`src/rtl/tick_scheduler_pkg.sv`:
```
// Shared types, defaults and the round-robin pick helper for tick_scheduler.
package tick_scheduler_pkg;

    localparam int DEF_NUM_CH       = 4;
    localparam int DEF_PERIOD_WIDTH = 16;
    localparam int MAX_CH           = 16;

    typedef enum logic {
        IDLE  = 1'b0,
        OFFER = 1'b1
    } sched_state_e;

    // Request bits above the real channel count must be zero; the scan then
    // wraps modulo MAX_CH and still returns the first index at or after ptr.
    function automatic logic [3:0] rr_pick(input logic [MAX_CH-1:0] req,
                                           input logic [3:0] ptr);
        logic [3:0] idx;
        rr_pick = ptr;
        for (int k = MAX_CH - 1; k >= 0; k--) begin
            idx = ptr + 4'(k);
            if (req[idx]) rr_pick = idx;
        end
    endfunction

endpackage

```
`src/rtl/rr_arbiter.sv`:
```
// Combinational round-robin picker: first requesting index at or after ptr.
module rr_arbiter
    import tick_scheduler_pkg::*;
#(
    parameter int  N  = DEF_NUM_CH,
    localparam int CW = $clog2(N)
) (
    input  logic [N-1:0]  req,
    input  logic [CW-1:0] ptr,
    output logic [CW-1:0] grant,
    output logic          any
);

    assign grant = CW'(rr_pick(MAX_CH'(req), 4'(ptr)));
    assign any   = |req;

endmodule

```
`src/rtl/tick_scheduler.sv`:
```
// Multi-channel periodic event scheduler with round-robin event stream.
// Optional sticky overrun flags: define TICK_SCHEDULER_OVERRUN_EN.
module tick_scheduler
    import tick_scheduler_pkg::*;
#(
    parameter int  NUM_CH       = DEF_NUM_CH,
    parameter int  PERIOD_WIDTH = DEF_PERIOD_WIDTH,
    localparam int CH_WIDTH     = $clog2(NUM_CH)
) (
    input  logic                    clk,
    input  logic                    rst_n,
    input  logic                    tick_in,
    input  logic                    cfg_valid,
    output logic                    cfg_ready,
    input  logic [CH_WIDTH-1:0]     cfg_ch,
    input  logic [PERIOD_WIDTH-1:0] cfg_period,
    output logic                    evt_valid,
    input  logic                    evt_ready,
    output logic [CH_WIDTH-1:0]     evt_ch,
    output logic [NUM_CH-1:0]       active,
    output sched_state_e            state_dbg
`ifdef TICK_SCHEDULER_OVERRUN_EN
   ,output logic [NUM_CH-1:0]       overrun,
    input  logic                    overrun_clr
`endif
);

    // Both streams: a transfer happens on a clk edge where valid && ready;
    // the producer holds its payload stable while valid && !ready.

    localparam logic [PERIOD_WIDTH-1:0] ONE    = PERIOD_WIDTH'(1);
    localparam logic [CH_WIDTH-1:0]     LAST   = CH_WIDTH'(NUM_CH - 1);

    logic [PERIOD_WIDTH-1:0] period  [NUM_CH];
    logic [PERIOD_WIDTH-1:0] counter [NUM_CH];
    logic [NUM_CH-1:0]       pending;
    logic                    cfg_busy;
    sched_state_e            state, state_nx;
    logic [CH_WIDTH-1:0]     evt_ch_nx;
    logic [CH_WIDTH-1:0]     rr_ptr, rr_ptr_nx;

    logic                    cfg_fire;
    logic [NUM_CH-1:0]       cfg_mask;
    logic [NUM_CH-1:0]       hs_mask;
    logic [NUM_CH-1:0]       expire;
    logic                    handshake;
    logic [CH_WIDTH-1:0]     ptr_after;
    logic [NUM_CH-1:0]       arb_req;
    logic [CH_WIDTH-1:0]     arb_ptr;
    logic [CH_WIDTH-1:0]     arb_grant;
    logic                    arb_any;

    assign cfg_ready = ~cfg_busy;
    assign evt_valid = (state == OFFER);
    assign state_dbg = state;
    assign cfg_fire  = cfg_valid && cfg_ready;
    assign handshake = evt_valid && evt_ready;
    assign ptr_after = (evt_ch == LAST) ? '0 : evt_ch + CH_WIDTH'(1);

    always_comb begin
        cfg_mask = '0;
        hs_mask  = '0;
        if (cfg_fire && ({1'b0, cfg_ch} < (CH_WIDTH + 1)'(NUM_CH)))
            cfg_mask = NUM_CH'(1) << cfg_ch;
        if (handshake)
            hs_mask = NUM_CH'(1) << evt_ch;
        for (int i = 0; i < NUM_CH; i++) begin
            active[i] = (period[i] != '0);
            expire[i] = tick_in && active[i] && (counter[i] == ONE);
        end
    end

    // A channel being reconfigured this edge is never the next offer.
    always_comb begin
        if (state == OFFER) begin
            arb_req = pending & ~hs_mask & ~cfg_mask;
            arb_ptr = ptr_after;
        end else begin
            arb_req = pending & ~cfg_mask;
            arb_ptr = rr_ptr;
        end
    end

    rr_arbiter #(.N(NUM_CH)) u_arb (
        .req   (arb_req),
        .ptr   (arb_ptr),
        .grant (arb_grant),
        .any   (arb_any)
    );

    always_comb begin
        state_nx  = state;
        evt_ch_nx = evt_ch;
        rr_ptr_nx = rr_ptr;
        case (state)
            IDLE: begin
                if (arb_any) begin
                    evt_ch_nx = arb_grant;
                    state_nx  = OFFER;
                end
            end
            OFFER: begin
                if (evt_ready) begin
                    rr_ptr_nx = ptr_after;
                    if (arb_any) evt_ch_nx = arb_grant;
                    else         state_nx  = IDLE;
                end
            end
            default: state_nx = IDLE;
        endcase
    end

    always_ff @(posedge clk or negedge rst_n) begin
        if (!rst_n) begin
            state  <= IDLE;
            evt_ch <= '0;
            rr_ptr <= '0;
        end else begin
            state  <= state_nx;
            evt_ch <= evt_ch_nx;
            rr_ptr <= rr_ptr_nx;
        end
    end

    // Config beats the tick on its channel; a new expiry beats the handshake clear.
    always_ff @(posedge clk or negedge rst_n) begin
        if (!rst_n) begin
            cfg_busy <= 1'b0;
            pending  <= '0;
            for (int i = 0; i < NUM_CH; i++) begin
                period[i]  <= '0;
                counter[i] <= '0;
            end
        end else begin
            cfg_busy <= cfg_fire;
            pending  <= (expire | (pending & ~hs_mask)) & ~cfg_mask;
            for (int i = 0; i < NUM_CH; i++) begin
                if (cfg_mask[i]) begin
                    period[i]  <= cfg_period;
                    counter[i] <= cfg_period;
                end else if (tick_in && active[i]) begin
                    counter[i] <= expire[i] ? period[i] : counter[i] - ONE;
                end
            end
        end
    end

`ifdef TICK_SCHEDULER_OVERRUN_EN
    logic [NUM_CH-1:0] ovr_set;
    assign ovr_set = expire & pending & ~hs_mask & ~cfg_mask;

    always_ff @(posedge clk or negedge rst_n) begin
        if (!rst_n) overrun <= '0;
        else        overrun <= ovr_set | (overrun & ~cfg_mask & {NUM_CH{~overrun_clr}});
    end
`endif

endmodule

```
`config.mk`:
```
export PLATFORM = sky130hd
export DESIGN_NAME = tick_scheduler
export DESIGN_NICKNAME = d
export VERILOG_FILES = /design/src/rtl/tick_scheduler_pkg.sv /design/src/rtl/rr_arbiter.sv /design/src/rtl/tick_scheduler.sv
export SDC_FILE = /design/constraint.sdc
export NUM_CORES = 1
export LEC_CHECK = 0
export CAP_MARGIN = 20
export CORE_ASPECT_RATIO = 1.2
export CORE_MARGIN = 3
export CORE_UTILIZATION = 65
export CTS_BUF_LIST = sky130_fd_sc_hd__clkbuf_4
export DETAILED_ROUTE_END_ITERATION = 8
export PLACE_DENSITY_LB_ADDON = 0.25
export SETUP_SLACK_MARGIN = 0.4
export SLEW_MARGIN = 10
export SYNTH_ARGS = -nofsm -noshare
export SYNTH_HDL_FRONTEND = slang
export SYNTH_SLANG_ARGS = --single-unit
```
`constraint.sdc`:
```
create_clock -name clk -period 6.3 [get_ports clk]
set_clock_uncertainty 0.15 [all_clocks]
set_input_delay 1.26 -clock clk [delete_from_list [all_inputs] [get_ports clk]]
set_output_delay 1.26 -clock clk [all_outputs]
set_load 0.005 [all_outputs]
```
# After elaboration in Yosys (flattened, before gate mapping)
# Cells that the tools add are included.
# word_totals
ff_bits,138
out_inout_bits,9
# classes
shift,2
reduce_logical,20
addsub,20
mux,71
magnitude_cmp,16
bitwise_logic,9
n_eq_ne,6
# op_table
operator,n
$mux 16,12
$eq 16x1->1 const B,4
$reduce_bool 16->1,4
$sub 16x1->16 const B,4
$bmux 1 s4,15
$lt 4x5->1 const B,12
$mux 2,20
$mux 1,18
$add 2x3->4 const B,4
$add 2x4->4 const B,4
$and 4x4->4,4
$lt 3x5->1 const B,3
$mux 4,3
$logic_and 1x1->1,10
$add 3x3->4 const B,2
$not 4->4,2
$reduce_bool 2->1,4
$shl 1x2->4 const A,2
$add 2x2->3 const B,2
$lt 2x5->1 const B,1
$add 3x1->4 const B,1
$add 3x2->4 const B,1
$or 4x4->4,1
$pmux 2 s2,1
9 further kinds,10

# Logic depth before layout (Yosys ltp)
# logic_depth
ltp_word,27
mapped_depth,11
depth_no_buf,11

# Modules after synthesis
# A second synthesis with hierarchy kept.
# unflattened
cells_unflattened,939
area_unflattened_um2,7835.0
# modules_own_cells
mod,cells_each,n_inst,area_each_um2,seq_area_each_um2
tick_scheduler,896,1,7522.2,3453.3
rr_arbiter,43,1,312.8,0.0

# Least setup slack after synthesis
# Ideal clock, no wire load.
# synth_path
path_kind,input-to-reg
startpoint,input port cfg_ch[0]
endpoint,register evt_ch[0]
slack_ns,3.137
path_stages,8
n_path_buf,1
arrival_time_ns,2.880
required_time_ns,6.017
cell_sequence,or4b_1 > buf_4 > nand3_4 > nor2_2 > mux4_2 > a32oi_1 > xnor2_1 > mux2i_1
# synth_via
elab_chain_len,26
elab_cells_between_ends,58
# synth_rtl
item,line,text
"start, declared",tick_scheduler.sv:15,"input logic [CH_WIDTH-1:0] cfg_ch,"
$shl 1x2->4 (*),tick_scheduler.sv:64,cfg_mask = NUM_CH'(1) << cfg_ch;
$mux 4 (*),tick_scheduler.sv:63,"if (cfg_fire && ({1'b0, cfg_ch} < (CH_WIDTH + 1)'(NUM_CH)))"
$not 4->4 (*),"tick_scheduler.sv:76, tick_scheduler.sv:79",
"$and 4x4->4, on equally long branches","tick_scheduler.sv:79, tick_scheduler.sv:76",
$mux 4 (*),tick_scheduler.sv:75,if (state == OFFER) begin
$bmux 1 s4,tick_scheduler_pkg.sv:21,if (req[idx]) rr_pick = idx;
$mux 1 (implied by the code),tick_scheduler_pkg.sv:21,
$mux 2 (16 in series),tick_scheduler_pkg.sv:21,
$mux 2 (*),"tick_scheduler.sv:97, tick_scheduler.sv:105",
$mux 2,tick_scheduler.sv:103,if (evt_ready) begin
$pmux 2 s2 (*),tick_scheduler.sv:95,case (state)
"end signal, assigned",tick_scheduler.sv:120,evt_ch <= evt_ch_nx;
"end, declared",tick_scheduler.sv:19,"output logic [CH_WIDTH-1:0] evt_ch,"
# Every way passes the cells marked *; elsewhere a longest branch is shown, timed or not. The select of a mux whose other input is x is not followed.
# A chain may end at the register's enable or synchronous reset.

# Worst setup path after layout
# layout_path
startpoint,input port cfg_ch[1]
endpoint,register evt_ch[1]
# Same word-level chain as after synthesis.

==> results.yml <==
status:
  status: "complete, no violations"
sta:
  fmax_ghz: 0.248
  finalCritPeriodShare_pct: 64.1
  fin_crit_ns: 4.04
  relSlewSlack_pct: 24.3
  rsz0062_at_grt: "false"
  setup_tns_ns: 0
  hold_viol_final: 0
  worstMarginPinSlew_ns: 1.14
  hold_ws_ns: 0.365
  post-route-worst-setup-slack_ns: 2.26
  slew_viol_final: 0
  finalSetupViolCount: 0
detailed_routing:
  drc: 0
  wl_mm: 19.6
  firstDrtPassIters: 5
  vias: 7117
  wl_per_cell_um: 17.1
  viasPerCell: 6.23
  ant_nets: 0
  drtIter0Drc: 527
critical_path:
  crit_path_start_kind: "primary input"
  cp.arrival_ns: 4.33
  ff2ff_setup_slack_ns: 3.15
  cp.required_ns: 6.59
  crit_fanout: 20
  endpoint_kind: "flop"
  path_class: "in -> reg"
grt:
  antenna_found_initial: 0
  grt_pass1_wl_mm: 32.2
  grt_overflow: 0
  grt_pass1_vias: 6661
  grt_usage_pct: 30.3
  grt_max_degree: 94
power_and_ir_drop:
  powerDensity_nw_per_um2: 333
  seqPwrFrac_pct: 50.0
  switching_share_pct: 37.7
  clockPowerShare_pct: 20.8
  p_sw_mw: 1.05
  p_int_mw: 1.74
  comb_power_share_pct: 29.2
  leakage_nw: 3.76
  vdd_ir_drop_max_v: 0.000194
place:
  dp_slack_ns: 1.78
  dp.cells: 1109
  hpwl_mm: 12.8
  io_buffers: 31
  dpl_cell_area_um2: 8070
  gp_congestion: 0.917
final_layout:
  final_common_cell: "nand2_1"
  n_antenna_cell: 0
  fin_nets: 1009
  area_growth_pct: 8.41
  layout_common_cells: "nand2_1 (237), dfrtp_1 (138), nor2_1 (94)"
  drive_above_1_share_pct: 5.58
  final_cell_area_um2: 8370
  fin_cells: 1142
synth:
  synth-edff-count: 0
  ys_warn_count: 0
  ys_async_sr_fraction_pct: 100
  syn-instance-count: 965
  synth_seq_cells: 138
  avgSynthCellArea_um2: 8.01
  synth_seq_area_share_pct: 44.7
  synth-main-ff-cell: "dfrtp_1"
  netlist_area_um2: 7720
  ys_types: 63
  synthesis.nets: 1002
die:
  io_pins: 32
  die_w_um: 106
  std_cell_rows: 43
  initial_utilization_pct: 66.8
  die_h_um: 125
  coreArea_um2: 11600
  die_area_um2: 13200
clocking:
  post_cts_resized: 0
  cts_buffers: 17
  clock-root-buffer: "clkbuf_4"
  cts.clk_slew.worst_paths_ns: 0.12
  htreeDepth: 4
  clock_sinks: 138
  cts_tree: "done"
  clk_latency_ns: 0.56
  post_cts_buffers: 0
  cts_hold_buf: 0
  clockBufferDepth: 2
hold_path:
  min_path_type: "reg -> reg"
job:
  maxCapViolCount: 0
==> flip-flops by register name (all words and copies together) (netlist names) <==
signal / count
counter: 64
rr_ptr: 2
evt_ch: 2
period: 64
cfg_busy: 1
evt_valid: 1
pending: 4
==> layout make-up <==
| class | instances | area (um^2) |
|---|---|---|
| clock buffers | 20 | 150 |
| repair buffers | 39 | 392 |
| inverters | 29 | 109 |
| multi-input cells | 747 | 3950 |
| flip-flops and latches | 138 | 3450 |
| well taps | 157 | 196 |
| clock inverters | 12 | 125 |
| fillers | 922 | 3190 |
==> per-stage QoR <==
stage	utilization [%]	total power, mW
6_report	72.4	2.79
5_1_grt	72.4	2.98
4_1_cts	72.2	2.79
3_5_place_dp	69.8	2.21
3_3_place_gp	69.8	2.18
2_1_floorplan	-	1.96
==> cell usage after synthesis (all sizes together) (2+ instances only) <==
| master | instances | area [um^2] |
|---|---|---|
| dfrtp | 138 | 3450 |
| a32oi | 2 | 17.5 |
| a31oi | 14 | 87.6 |
| o221ai | 2 | 17.5 |
| nor3b | 5 | 37.5 |
| nand4 | 5 | 31.3 |
| inv | 29 | 109 |
| o31ai | 5 | 37.5 |
| and3 | 7 | 45.1 |
| mux2 | 3 | 33.8 |
| o22a | 6 | 52.6 |
| o211ai | 9 | 67.6 |
| ha | 14 | 175 |
| or4 | 8 | 63.8 |
| a211oi | 10 | 75.1 |
| nand2b | 6 | 37.5 |
| or2 | 4 | 25.0 |
| nor3 | 26 | 130 |
| a21o | 3 | 22.5 |
| a221oi | 2 | 17.5 |
| mux2i | 8 | 80.1 |
| o21a | 6 | 45.0 |
| nor2 | 95 | 359 |
| a2111oi | 2 | 17.5 |
| xor2 | 3 | 26.3 |
| o22ai | 18 | 113 |
| buf | 16 | 87.6 |
| o21ai | 81 | 405 |
| and2 | 4 | 25.0 |
| nand4b | 2 | 17.5 |
| and3b | 2 | 17.5 |
| nor4 | 26 | 181 |
| a22oi | 2 | 15.0 |
| nand2 | 237 | 890 |
| nor2b | 7 | 43.8 |
| nand3 | 18 | 103 |
| xnor2 | 3 | 26.3 |
| a21oi | 83 | 427 |
| or3 | 6 | 37.5 |
| nand4bb | 2 | 22.5 |
| a21boi | 2 | 15.0 |
| clkbuf | 35 | 131 |
==> final timing paths <==
path | startpoint | cells after the start | end
max | cfg_ch[1] | 8 | evt_ch[1]$_DFFE_PN0P_
min | period[46]$_DFFE_PN0P_ | 2 | period[46]$_DFFE_PN0P_
max reg2reg | cfg_busy$_DFF_PN0_ | 7 | evt_ch[1]$_DFFE_PN0P_
min reg2reg | period[46]$_DFFE_PN0P_ | 2 | period[46]$_DFFE_PN0P_
max in group asynchronous | rst_n | 2 | counter[5]$_DFFE_PN0P_
min in group asynchronous | rst_n | 1 | counter[36]$_DFFE_PN0P_
==> power by group through the flow <==
stage	Clock, mW	Sequential (mW)	Combinational (mW)
after floorplan	0	1.33	0.622
after global placement	0	1.40	0.781
after detailed placement	0	1.40	0.810
after CTS	0.584	1.39	0.813
after global routing	0.627	1.43	0.924
final	0.580	1.40	0.815
==> worst max-delay path, cell delays in order <==
cell and delay [ns]:
clkdlybuf4s50_1 0.61, nand4bb_1 0.77, nand3_1 0.33, mux2i_1 0.37, inv_1 0.07, a2111oi_0 0.52, o211ai_1 0.17, o221a_1 0.24
==> per-layer routing <==
layer	share of wire [%]	vias up	GRT usage (%)	routed length, um
li1	-	3399	-	-
met5	0	-	0	0
met4	3.6	0	13.6	697
met1	42	3385	41.9	8270
met2	47	287	46.9	9290
met3	6.8	46	5.58	1320
==> cell families after synthesis <==
logic type                 count (synthesis)  share of synthesized area, %
AOI/OAI and AO/OA                        253                          19.3
and+or+nand+nor                          462                          27.1
xor gates and xnor gates                   6                         0.680
adders and majority gates                 14                          2.27
buffers and inverters                     80                          4.24
DFF                                      138                          44.7
muxes                                     12                          1.77
(Power assumes the default switching activity.)
